## src/rtl/rv4028_pkg.sv

```systemverilog
// Shared types and constants for the RV4028 instruction fetch front end.
// A prefetched halfword travels together with the ROM address it came from.
package rv4028_pkg;

  localparam int ROM_ADDR_W = 12;

  localparam logic [1:0] OPC_LEN32 = 2'b11;

  typedef struct packed {
    logic [15:0]           data;
    logic [ROM_ADDR_W-1:0] addr;
  } hw_entry_t;

endpackage

```

## src/rtl/rv4028_hw_fifo.sv

```systemverilog
// Prefetch buffer of halfword entries; exposes the two oldest entries in parallel
// so a 32-bit instruction can be assembled and retired in a single cycle.
module rv4028_hw_fifo
  import rv4028_pkg::*;
#(
  parameter int DEPTH = 4
) (
  input  logic                  clk,
  input  logic                  rst,
  input  logic                  flush,
  input  logic                  push,
  input  logic [15:0]           push_data,
  input  logic [ROM_ADDR_W-1:0] push_addr,
  input  logic [1:0]            pop_n,
  output logic [15:0]           head0_data,
  output logic [ROM_ADDR_W-1:0] head0_addr,
  output logic [15:0]           head1_data,
  output logic [ROM_ADDR_W-1:0] head1_addr,
  output logic [$clog2(DEPTH):0] count
);

  localparam int PW = $clog2(DEPTH);

  hw_entry_t       mem [DEPTH];
  hw_entry_t       entry0;
  hw_entry_t       entry1;
  logic [PW-1:0]   rd_ptr;
  logic [PW-1:0]   wr_ptr;
  logic [PW:0]     cnt;

  assign entry0     = mem[rd_ptr];
  assign entry1     = mem[rd_ptr + 1'b1];
  assign head0_data = entry0.data;
  assign head0_addr = entry0.addr;
  assign head1_data = entry1.data;
  assign head1_addr = entry1.addr;
  assign count      = cnt;

  // Pointers wrap naturally because the depth is a power of two; flush wins over push/pop.
  always_ff @(posedge clk or posedge rst) begin
    if (rst) begin
      rd_ptr <= '0;
      wr_ptr <= '0;
      cnt    <= '0;
    end else if (flush) begin
      rd_ptr <= '0;
      wr_ptr <= '0;
      cnt    <= '0;
    end else begin
      if (push) wr_ptr <= wr_ptr + 1'b1;
      rd_ptr <= rd_ptr + PW'(pop_n);
      cnt    <= cnt + (PW+1)'(push) - (PW+1)'(pop_n);
    end
  end

  always_ff @(posedge clk) begin
    if (push && !flush) mem[wr_ptr] <= '{data: push_data, addr: push_addr};
  end

endmodule

```

## src/rtl/rv4028_rom_fetch.sv

```systemverilog
// Fetch front end between the RV4028 core and the 16-bit program ROM: issues
// sequential halfword reads, buffers them and hands whole RVC/RV32 instructions to the core.
module rv4028_rom_fetch
  import rv4028_pkg::*;
#(
  parameter logic [ROM_ADDR_W-1:0] RESET_PC   = 12'h000,
  parameter int                    ROM_WORDS  = 3072,
  parameter int                    FIFO_DEPTH = 4
) (
  input  logic        clk,
  input  logic        rst,
  output logic        rom_ren,
  output logic [11:0] rom_addr,
  input  logic [15:0] rom_data,
  input  logic        redirect,
  input  logic [11:0] redirect_pc,
  output logic        instr_valid,
  input  logic        instr_ready,
  output logic [31:0] instr_data,
  output logic [11:0] instr_pc,
  output logic        instr_is_c
);

  localparam int                    CW      = $clog2(FIFO_DEPTH) + 1;
  localparam logic [ROM_ADDR_W-1:0] LAST_HW = ROM_ADDR_W'(ROM_WORDS - 1);

  logic [11:0]   fetch_addr;
  logic [11:0]   resp_addr;
  logic          inflight;
  logic          discard;
  logic          issue;
  logic          push;
  logic [1:0]    pop_n;
  logic [CW-1:0] count;
  logic [15:0]   head0_data;
  logic [11:0]   head0_addr;
  logic [15:0]   head1_data;
  logic [11:0]   head1_addr;
  logic          head_is32;
  logic [31:0]   cur_data;
  logic [31:0]   held_data;
  logic [11:0]   held_pc;
  logic          held_c;

  rv4028_hw_fifo #(.DEPTH(FIFO_DEPTH)) u_fifo (
    .clk        (clk),
    .rst        (rst),
    .flush      (redirect),
    .push       (push),
    .push_data  (rom_data),
    .push_addr  (resp_addr),
    .pop_n      (pop_n),
    .head0_data (head0_data),
    .head0_addr (head0_addr),
    .head1_data (head1_data),
    .head1_addr (head1_addr),
    .count      (count)
  );

  // Space is judged on the registered count plus the read already in flight,
  // so a slot freed by this cycle's pop only becomes usable next cycle.
  assign issue     = !rst && !redirect &&
                     (({1'b0, count} + {{CW{1'b0}}, inflight}) < (CW+1)'(FIFO_DEPTH));
  assign rom_ren   = issue;
  assign rom_addr  = fetch_addr;
  assign push      = inflight && !discard;

  assign head_is32   = (head0_data[1:0] == OPC_LEN32);
  assign instr_valid = head_is32 ? (count >= CW'(2)) : (count >= CW'(1));
  assign pop_n       = (instr_valid && instr_ready) ? (head_is32 ? 2'd2 : 2'd1) : 2'd0;
  assign cur_data    = head_is32 ? {head1_data, head0_data} : {16'h0000, head0_data};

  assign instr_data = instr_valid ? cur_data   : held_data;
  assign instr_pc   = instr_valid ? head0_addr : held_pc;
  assign instr_is_c = instr_valid ? !head_is32 : held_c;

  always_ff @(posedge clk or posedge rst) begin
    if (rst) begin
      fetch_addr <= RESET_PC;
      resp_addr  <= RESET_PC;
      inflight   <= 1'b0;
      discard    <= 1'b0;
    end else begin
      inflight <= issue;
      discard  <= redirect && inflight;
      if (redirect) begin
        fetch_addr <= redirect_pc;
      end else if (issue) begin
        fetch_addr <= (fetch_addr == LAST_HW) ? '0 : fetch_addr + 12'd1;
        resp_addr  <= fetch_addr;
      end
    end
  end

  // Last presented instruction stays on the outputs while nothing complete is buffered.
  always_ff @(posedge clk or posedge rst) begin
    if (rst) begin
      held_data <= '0;
      held_pc   <= RESET_PC;
      held_c    <= 1'b0;
    end else if (instr_valid) begin
      held_data <= cur_data;
      held_pc   <= head0_addr;
      held_c    <= !head_is32;
    end
  end

endmodule

```

## config.mk

```make
export PLATFORM = sky130hd
export DESIGN_NAME = rv4028_rom_fetch
export DESIGN_NICKNAME = d
export VERILOG_FILES = /design/src/rtl/rv4028_pkg.sv /design/src/rtl/rv4028_hw_fifo.sv /design/src/rtl/rv4028_rom_fetch.sv
export SDC_FILE = /design/constraint.sdc
export NUM_CORES = 1
export LEC_CHECK = 0
export CAP_MARGIN = 20
export CORE_MARGIN = 4
export CORE_UTILIZATION = 56
export DETAILED_ROUTE_END_ITERATION = 10
export GPL_TIMING_DRIVEN = 0
export PLACE_DENSITY = 0.8
export SLEW_MARGIN = 20
export SYNTH_ARGS = -nofsm -noshare
export SYNTH_HDL_FRONTEND = slang
export SYNTH_SLANG_ARGS = --single-unit
```

## constraint.sdc

```tcl
create_clock -name clk -period 3.1 [get_ports clk]
set_input_delay 0.465 -clock clk [delete_from_list [all_inputs] [get_ports clk]]
set_output_delay 0.465 -clock clk [all_outputs]
set_load 0.02 [all_outputs]
```

After elaboration in Yosys (flattened, before gate mapping)

Memory sizes are Yosys's and may differ from the RTL's.
Index checks and enable logic that the tools add are counted.

Memories kept: 1
Bits in registers: 78
Bits in writable memories: 112
Output and inout port bits: 59

Bitwise operators: 1
Mux-type cells: 16
Add/sub/neg operators: 7
$lt $le $gt $ge: 3
Reductions and logical operators: 13
Eq/ne operators: 2

Memories:

| name       | depth | bits a word | read ports | clocked after Yosys merged registers in | write ports | RTL line             | RTL |
|---|---|---|---|---|---|---|---|
| u_fifo.mem | 4     | 28          | 2          | 0                                       | 1           | rv4028_hw_fifo.sv:24 | `hw_entry_t mem [DEPTH];` |

Operator list:

| operator                | number |
|---|---|
| $mux W32                | 2 |
| $mux W12                | 4 |
| $add A12 B1 Y12 const B | 1 |
| $eq A12 B12 Y1 const B  | 1 |
| $mux W2                 | 5 |
| $logic_and A1 B1 Y1     | 6 |
| $add A2 B1 Y2 const B   | 2 |
| $add A3 B1 Y4           | 1 |
| $logic_not A1 Y1        | 4 |
| $lt A4 B3 Y1 const B    | 1 |
| $mux W1                 | 4 |
| $reduce_bool A2 Y1      | 2 |
| $add A3 B1 Y3           | 1 |
| $ge A3 B1 Y1 const B    | 1 |
| $ge A3 B2 Y1 const B    | 1 |
| $mux W3                 | 1 |
| $sub A3 B2 Y3           | 1 |
| $add A2 B2 Y2           | 1 |
| $eq A2 B2 Y1 const B    | 1 |
| $reduce_and A2 Y1       | 1 |
| $not A1 Y1              | 1 |

Longest topological paths before layout

Gate-level depths: netlist (run 1).
An unclocked memory read counts as a cell.

Word-level depth: 7
Mapped depth: 12

By module

A second synthesis (run 1) with hierarchy kept.

Cell total of the unflattened synthesis: 475
Area, all modules: 8147.8 um^2

By module, submodules not included:

| module           | area an instance (um^2) | times used | sequential area each (um^2) | cells an instance |
|---|---|---|---|---|
| rv4028_hw_fifo   | 5165.0                  | 1          | 3538.4                      | 220 |
| rv4028_rom_fetch | 2982.9                  | 1          | 1776.7                      | 255 |

Worst setup path before layout (run 1)

OpenSTA, ideal clock, no wires.

Path kind: flip-flop to flip-flop
Start: register u_fifo.rd_ptr[1]
End: register u_fifo.cnt[2], in the netlist u_fifo.count[2]
Buffers on the path: 1
Data required time: 2.969 ns
Path slack: 0.410 ns
Period minus slack after synthesis: 2.690 ns
Arrival: 2.559 ns
Stages on the path, launching flop included: 12
Library setup time: 0.131 ns
Path through: dfrtp_1 mux4_2 nand2b_1 inv_1 buf_2 nand2_1 ha_1 inv_1 fa_1 xor2_1 xnor2_1 nor2_1

Cells in the longest elaborated chain, start to end: 7

Ends and longest elaborated chain:

| what                     | RTL line               | RTL |
|---|---|---|
| start: declaration       | rv4028_hw_fifo.sv:27   | `logic [PW-1:0] rd_ptr;` |
| start signal: assignment | rv4028_hw_fifo.sv:51   | `rd_ptr <= rd_ptr + PW'(pop_n);` |
| $mem_v2 Z4 W28 *         | --                     |  |
| $eq A2 B2 Y1 *           | rv4028_rom_fetch.sv:68 | `assign head_is32 = (head0_data[1:0] == OPC_LEN32);` |
| $mux W1                  | rv4028_rom_fetch.sv:69 | `assign instr_valid = head_is32 ? (count >= CW'(2)) : (count >= CW'(1));` |
| $logic_and A1 B1 Y1      | rv4028_rom_fetch.sv:70 | `assign pop_n = (instr_valid && instr_ready) ? (head_is32 ? 2'd2 : 2'd1) : 2'd0;` |
| $mux W2 *                | rv4028_rom_fetch.sv:70 |  |
| $sub A3 B2 Y3 *          | rv4028_hw_fifo.sv:52   | `cnt <= cnt + (PW+1)'(push) - (PW+1)'(pop_n);` |
| $mux W3 *                | rv4028_hw_fifo.sv:45   | `end else if (flush) begin` |
| end signal: assignment   | rv4028_hw_fifo.sv:52   |  |
| end: declaration         | rv4028_hw_fifo.sv:29   | `logic [PW:0] cnt;` |

Mark *: on every way between the ends. The rest lies on a longest branch, timed or not.
A chain may end at the register's enable or synchronous reset.

==> results of run 1 <==
final cells by class:
class,instances,share of cell area (%)
Clock inverter,10,1.63
Multi-Input combinational cell,247,24.8
Clock buffer,22,4.98
Timing Repair Buffer,101,9.51
Buffer,21,1.57
Inverter,13,0.579
Tap cell,180,2.32
Sequential cell,190,54.7
per-stage QoR:
step / area [sq um] / hold WS, ns / setup TNS [ns] / setup WS (ns)
after floorplan: 7870 / 0.473 / 0 / 0.410
after CTS: 9840 / 0.495 / -0.0508 / -0.0501
final: 9730 / 0.491 / 0 / 0.101
after global placement: 9000 / 0.474 / -63.21 / -0.766
after global routing: 9730 / 0.497 / 0 / 0.000341
after detailed placement: 9140 / 0.477 / -0.395 / -0.180
metal layers:
metal | global-route usage [%] | up-vias
met1 | 29.8 | 2424
met2 | 37.8 | 211
met5 | 0 | -
met3 | 7.12 | 25
met4 | 7.26 | 2
li1 | - | 2047
power breakdown:
group / total [mW] / internal [mW] / switching [mW]
logic: 2.86 / 1.30 / 1.56
registers: 3.35 / 3.12 / 0.229
clock network: 2.33 / 1.43 / 0.897
total: 8.54 / 5.85 / 2.69
Yosys cell counts, types with 9 or more instances:
| cell | number |
|---|---|
| sky130_fd_sc_hd__o21ai_0 | 10 |
| sky130_fd_sc_hd__edfxtp_1 | 112 |
| sky130_fd_sc_hd__nand2_1 | 51 |
| sky130_fd_sc_hd__mux4_2 | 41 |
| sky130_fd_sc_hd__a22o_1 | 14 |
| sky130_fd_sc_hd__mux2_4 | 18 |
| sky130_fd_sc_hd__inv_1 | 11 |
| sky130_fd_sc_hd__dfrtp_1 | 78 |
| sky130_fd_sc_hd__mux2_2 | 10 |
| sky130_fd_sc_hd__a21oi_1 | 9 |
| sky130_fd_sc_hd__nor2_1 | 19 |
worst register-to-register path, stage by stage (launching register included):
cell and delay [ns]:
sky130_fd_sc_hd__edfxtp_1 0.40, sky130_fd_sc_hd__nand2_1 0.07, sky130_fd_sc_hd__mux4_2 0.51, sky130_fd_sc_hd__nand2b_2 0.27, sky130_fd_sc_hd__inv_2 0.09, sky130_fd_sc_hd__buf_4 0.19
sky130_fd_sc_hd__nand2_1 0.09, sky130_fd_sc_hd__ha_1 0.28, sky130_fd_sc_hd__inv_1 0.05, sky130_fd_sc_hd__fa_1 0.43, sky130_fd_sc_hd__xor2_1 0.18, sky130_fd_sc_hd__xnor2_1 0.14
sky130_fd_sc_hd__nor2_1 0.06
timing repair:
action	CTS	global route
hold buffers	0	0
setup endpoints to repair	48	33
resized for setup	98	48
buffers inserted	5	1
pin swaps	1	0
cell families (layout without fill, tap and decap cells):
family / count (synthesis) / in the layout / share of synthesized area [%]
buffers and inverters: 35 / 167 / 2.02
and+or+nand+nor: 104 / 104 / 6.10
muxes: 75 / 75 / 17.4
AOI/OAI and AO/OA: 52 / 52 / 4.72
adders and majority gates: 9 / 9 / 1.53
xor gates and xnor gates: 7 / 7 / 0.779
DFF: 190 / 190 / 67.5
registers in the layout, summed over array words and instances, names as in the netlist:
register       count
discard            1
u_fifo.wr_ptr      2
u_fifo.mem       112
u_fifo.rd_ptr      2
held_data         32
resp_addr         12
inflight           1
u_fifo.count       3
rom_addr          12
held_pc           12
held_c             1
worst max path at each step:
stage | to | slack [ns] | start | depth (start not counted)
after floorplan | u_fifo.count[2] | 0.41 | u_fifo.rd_ptr[1] | 11
after global placement | held_data[14] | -0.77 | rst | 2
after detailed placement | rom_ren | -0.18 | redirect | 6
after CTS | instr_pc[5] | -0.05 | u_fifo.rd_ptr[1] | 6
after global routing | instr_data[17] | 0.0003 | u_fifo.mem[2][12] | 8
final | instr_data[16] | 0.10 | u_fifo.mem[0][12] | 8
==> metrics.md, run 1 <==
| Metric | Value |
|---|---|
| Worst-path maximum fanout | 10 |
| Sequential element share of the synthesized area | 67.5% |
| Sequential cell area | 5320 sq um |
| Overall routed net length | 17,400 microns |
| Share of the synthesized area in the top cell type | 42.7% |
| Number of design-rule violations left by the first detailed-router iteration | 423 |
| Multi-input logic area | 2410 sq um |
| Actual slew at the worst max-slew pin | 0.625 ns |
| Maxcap violations | 0 |
| Clock-pin slew of the registers on the worst-case setup and hold paths | 0.06 ns |
| Die X-Extent | 127 microns |
| Number of nets in the layout | 632 |
| Top cell by count, worst path | sky130_fd_sc_hd__buf_4 |
| CP top delay family | buffers and inverters |
| Syn nets | 513 |
| Fraction of layout instances using a drive strength above 1 | 27.5% |
| Data arrival time of the critical path | 2.53 ns |
| End point of the most critical hold path | held_data[3] |
| Root cell of the clock tree | sky130_fd_sc_hd__clkbuf_16 |
| Global-route wire length before repair | 27,700 microns |
| Worst-case headroom to the max-slew limit | 58.3% |
| Half-perimeter wire length after detailed placement | 11,200 microns |
| Count of placed standard cells including taps | 747 |
| Hold WC Path Type | register to register |
| TritonCTS sink count | 190 |
| Number of endpoints with negative hold slack in the final report | 0 |
| Classification of the worst setup path | register to output port |
| Mean post-synth cell area | 16.7 sq um |
| Die area | 16,000 sq um |
| Worst reg-to-reg path cell count | 12 |
| Depth of the worst hold-timing path | 1 |
| Vias per inst | 6.01 |
| Number of slew-limit violations in the final report | 0 |
| Detail-routed net length per standard cell | 22.1 microns |
| Number of iterations in the first detailed-routing pass | 5 |
| Cells along the critical path | nand2_1 -> mux4_2 -> and2_4 -> nor2_8 -> buf_4 -> buf_4 -> o2bb2ai_1 -> buf_4 |
| Initial core utilization | 56.9% |
| Die height | 127 microns |
| # rows | 43 |
| Reg-to-reg critical path endpoint | u_fifo.count[2] |
| Unrepaired setup endpoints after global routing | no |
| Post-route clock period utilization | 96.7% |
| Kind of end point of the critical path | output port |
| TritonCTS clock tree | done |
| H-tree levels | 4 |
| Residual overflow from global routing | 0 |
| Number of register bits inferred by synthesis | 190 |
| CORE AREA | 13,800 sq um |
| Number of top-level pins | 91 |
| Biggest area contributors in the synthesized netlist | sky130_fd_sc_hd__edfxtp_1 43%, sky130_fd_sc_hd__dfrtp_1 25%, sky130_fd_sc_hd__mux4_2 12%, sky130_fd_sc_hd__mux2_4 3.4%, sky130_fd_sc_hd__nand2_1 2.4% |
| Data required time at the worst endpoint | 2.63 ns |
| Total GRT Usage | 23.0% |
| Yosys cell types | 47 |
| Sum of routed wire segments on met1 | 6910 microns |
| Port Buffers | 90 |
| Launching element type of the critical path | register |
| Clock Latency Late Sink | 0.43 ns |
| Result of the run | complete, no violations |
| Peak Freq | 0.333 GHz |
| Highest Signal Layer | met5 |
| Layout overhead on the synthesized area | 23.5% |
| Highest cell delay on the worst timing path | 0.51 ns |
| Clock buffer depth | 2 |
| Dominant register cell in the synthesized netlist | sky130_fd_sc_hd__edfxtp_1 |
| Final core utilization | 70.3% |
| Antenna Cells | 0 |
| Setup skew after layout | 0.00907 ns |
| Num CTS Buffers | 17 |
| Cell Area, Synth | 7870 sq um |
| Static leakage power | 3.84 nW |
| DRC | 0 |
| Register-to-register setup slack | 0.20 ns |
| Highest-delay cell along the critical path | sky130_fd_sc_hd__mux4_2 |
| Top library cells by usage in the layout, fill and taps aside | 112 x sky130_fd_sc_hd__edfxtp_1, 77 x sky130_fd_sc_hd__dfrtp_1, 51 x sky130_fd_sc_hd__nand2_1, 44 x sky130_fd_sc_hd__clkdlybuf4s50_1, 41 x sky130_fd_sc_hd__mux4_2 |
| Minimum clock period after layout | 3.00 ns |
| Launching point of the worst reg2reg path | u_fifo.mem[0][12] |
| Sum of internal, switching and leakage power | 8.54 mW |
| Number of buffer and inverter stages on the critical path | 3 |
| Count of filler cells inserted in the layout | 874 |
| Endpoints failing setup | 0 |
| Final weighted congestion of routability-driven global placement | 0.886 |
| Commonest non-fill, non-tap cell in the layout | sky130_fd_sc_hd__edfxtp_1 |
| Antenna violations before repair | 1 |
| Total vias in the final route | 4,709 |
| Gate Count Post-Synth | 472 |
| FFs w/ async S/R, synth | 41.1% |
| Number of cells in the finished layout apart from fillers | 784 |
| Cell accounting for the most synthesized area | sky130_fd_sc_hd__edfxtp_1 |
| Power density over cell area | 878 nW/um^2 |
| Vias in the first global route | 4,955 |
| Peak supply drop | 0.582 mV |
| Pin count of the biggest net entering global routing | 48 |
| Remaining antenna violation count after routing | 0 |
| Source of the worst hold timing path | held_data[3] |
| Met2 routed WL | 8820 microns |
| Met3 Routed Length | 1280 microns |
| Total number of yosys warnings | 0 |
| Number of flops mapped to enable cells by yosys | 112 |
Power figures use the tool's default switching activity.
==> inputs of run 2 (changes only) <==
Settings changed: REMOVE_ABC_BUFFERS set to 1.
Clock period 3.1 ns to 2.9 ns, I/O delays scaled along.
==> metrics.md, run 2 (synthesis results as in run 1) <==
| Metric | Value |
|---|---|
| Clock buffer depth | 2 |
| Violations in the final reports | setup timing |
| Final core utilization | 72.8% |
| Number of endpoints with negative hold slack in the final report | 0 |
| Top library cells by usage in the layout, fill and taps aside | 112 x sky130_fd_sc_hd__edfxtp_1, 76 x sky130_fd_sc_hd__dfrtp_1, 50 x sky130_fd_sc_hd__nand2_1, 43 x sky130_fd_sc_hd__clkdlybuf4s50_1, 41 x sky130_fd_sc_hd__mux4_2 |
| Final weighted congestion of routability-driven global placement | 0.847 |
| TritonCTS clock tree | done |
| Layout overhead on the synthesized area | 27.8% |
| Power density over cell area | 962 nW/um^2 |
| Number of slew-limit violations in the final report | 0 |
| Initial core utilization | 56.9% |
| Dpl cell area | 9060 sq um |
| Static leakage power | 3.89 nW |
| Critical Path Start | u_fifo.rd_ptr[1] |
| Data arrival time of the critical path | 2.62 ns |
| Commonest non-fill, non-tap cell in the layout | sky130_fd_sc_hd__edfxtp_1 |
| Number of nets in the layout | 631 |
| Fraction of layout instances using a drive strength above 1 | 32.5% |
| Peak Freq | 0.327 GHz |
| Antenna Cells | 0 |
| Summed negative setup slack over all endpoints | -4.88 ns |
| Classification of the worst setup path | register to output port |
| Worst-path maximum fanout | 14 |
| Total vias in the final route | 4,762 |
| Launching point of the worst reg2reg path | u_fifo.rd_ptr[1] |
| Number of iterations in the first detailed-routing pass | 4 |
| Actual slew at the worst max-slew pin | 0.571 ns |
| Unrepaired setup endpoints after global routing | yes |
| Worst-case headroom to the max-slew limit | 61.9% |
| Minimum clock period after layout | 3.05 ns |
| Post-route clock period utilization | 105% |
| Setup skew after layout | 0.0145 ns |
| Hold WC Path Type | input pin to asynchronous set/reset pin |
| CORE AREA | 13,800 sq um |
| H-tree levels | 4 |
| Vias in the first global route | 5,033 |
| Pin count of the biggest net entering global routing | 46 |
| TritonCTS sink count | 190 |
| DRC | 0 |
| Overall routed net length | 18,300 microns |
| Clock-pin slew of the registers on the worst-case setup and hold paths | 0.08 ns |
| Root cell of the clock tree | sky130_fd_sc_hd__clkbuf_16 |
| Number of flip-flops in the largest register | 112 |
| Kind of end point of the critical path | output port |
| Detail-routed net length per standard cell | 23.3 microns |
| Number of cells in the finished layout apart from fillers | 783 |
| Number of top-level pins | 91 |
| Largest registers in the final layout | u_fifo.mem (112), held_data (32) |
| Data required time at the worst endpoint | 2.47 ns |
| Result of the run | finished with violations |
| Remaining antenna violation count after routing | 0 |
| Maxcap violations | 0 |
| Count of filler cells inserted in the layout | 827 |
| Die height | 127 microns |
| Port Buffers | 90 |
| Endpoints failing setup | 42 |
| Count of placed standard cells including taps | 726 |
| Die area | 16,000 sq um |
| Die X-Extent | 127 microns |
| Largest Register | u_fifo.mem |
| Clock Latency Late Sink | 0.45 ns |
| Global-route wire length before repair | 28,700 microns |
| Antenna violations before repair | 0 |
| Peak supply drop | 0.530 mV |
| Launching element type of the critical path | register |
| Num CTS Buffers | 17 |
| Half-perimeter wire length after detailed placement | 9990 microns |
| Residual overflow from global routing | 0 |
| Total GRT Usage | 24.3% |
| # rows | 43 |
| Vias per inst | 6.08 |
| Number of design-rule violations left by the first detailed-router iteration | 426 |
| Post-CTS Hold Buffers | 0 |
| Sum of internal, switching and leakage power | 9.68 mW |
| Final setup margin | -0.154 ns |
| Cell area after layout | 10,100 sq um |
[run 2: cell types whose count changed in the layout (fill, tap and decap cells not counted), sizes merged]
cell           previous run  this run
inv                      13        16
clkinvlp                  2         4
clkdlybuf4s50            44        43
bufinv                    4         3
bufbuf                    0         1
clkdlybuf4s15             1        15
dlymetal6s2s              2         0
clkbuf                   42        22
buf                      40        57
clkinv                    4         5
dlygate4sd2              15         0
[run 2: area by class of cell]
type	instances	area, sq um	share of cell area (%)
Sequential cell	190	5320	52.9
Inverter	13	70.1	0.696
Multi-Input combinational cell	247	2450	24.3
Tap cell	180	225	2.24
Clock inverter	13	163	1.62
Timing Repair Buffer	119	1360	13.5
Timing Repair inverter	2	22.5	0.224
Clock buffer	19	453	4.50
[run 2: worst paths after layout]
path	end	slack [ns]	cells after the start
max	instr_pc[1]	-0.15	8
min	rom_addr[0]	0.46	2
max reg2reg	u_fifo.count[2]	0	12
min reg2reg	held_pc[9]	0.50	1
max in group asynchronous	held_data[21]	1.83	3
min in group clk	u_fifo.rd_ptr[0]	0.48	2
[run 2: critical path: stages, from the launching register on]
cell and delay (ns):
sky130_fd_sc_hd__dfrtp_4 0.52, sky130_fd_sc_hd__buf_12 0.15, sky130_fd_sc_hd__mux4_2 0.48, sky130_fd_sc_hd__and2_4 0.21
sky130_fd_sc_hd__nor2_8 0.12, sky130_fd_sc_hd__buf_12 0.15, sky130_fd_sc_hd__inv_12 0.07, sky130_fd_sc_hd__mux2_4 0.33
sky130_fd_sc_hd__buf_6 0.14
[run 2: repair_timing]
| item | CTS | global route |
|---|---|---|
| gates resized for setup | 218 | 30 |
| endpoints found under the setup margin | 58 | 49 |
| pin swaps | 1 | 1 |
| buffers inserted | 17 | 5 |
| cloned | 3 | 0 |
[run 2: routing by layer]
metal  share of wire, %  wire length (microns)  global-route usage, %
met1                 38                   7010                   31.8
met2                 50                   9180                   38.5
met3                8.7                   1580                   7.07
met4                2.7                    490                   10.3
met5                  0                      0                      0
[run 2: stage by stage]
stage	worst slack [ns]	hold slack (ns)
floorplan	-1.22	0.473
global placement	-2.18	0.480
detailed placement	-0.903	0.482
CTS	-0.0881	0.453
global route	-0.200	0.486
finish	-0.154	0.461
[run 2: power breakdown]
group | internal, mW | switching [mW] | leakage (nW)
combinational | 1.86 | 1.81 | 1.61
clock | 1.40 | 1.02 | 0.296
sequential | 3.34 | 0.252 | 1.98
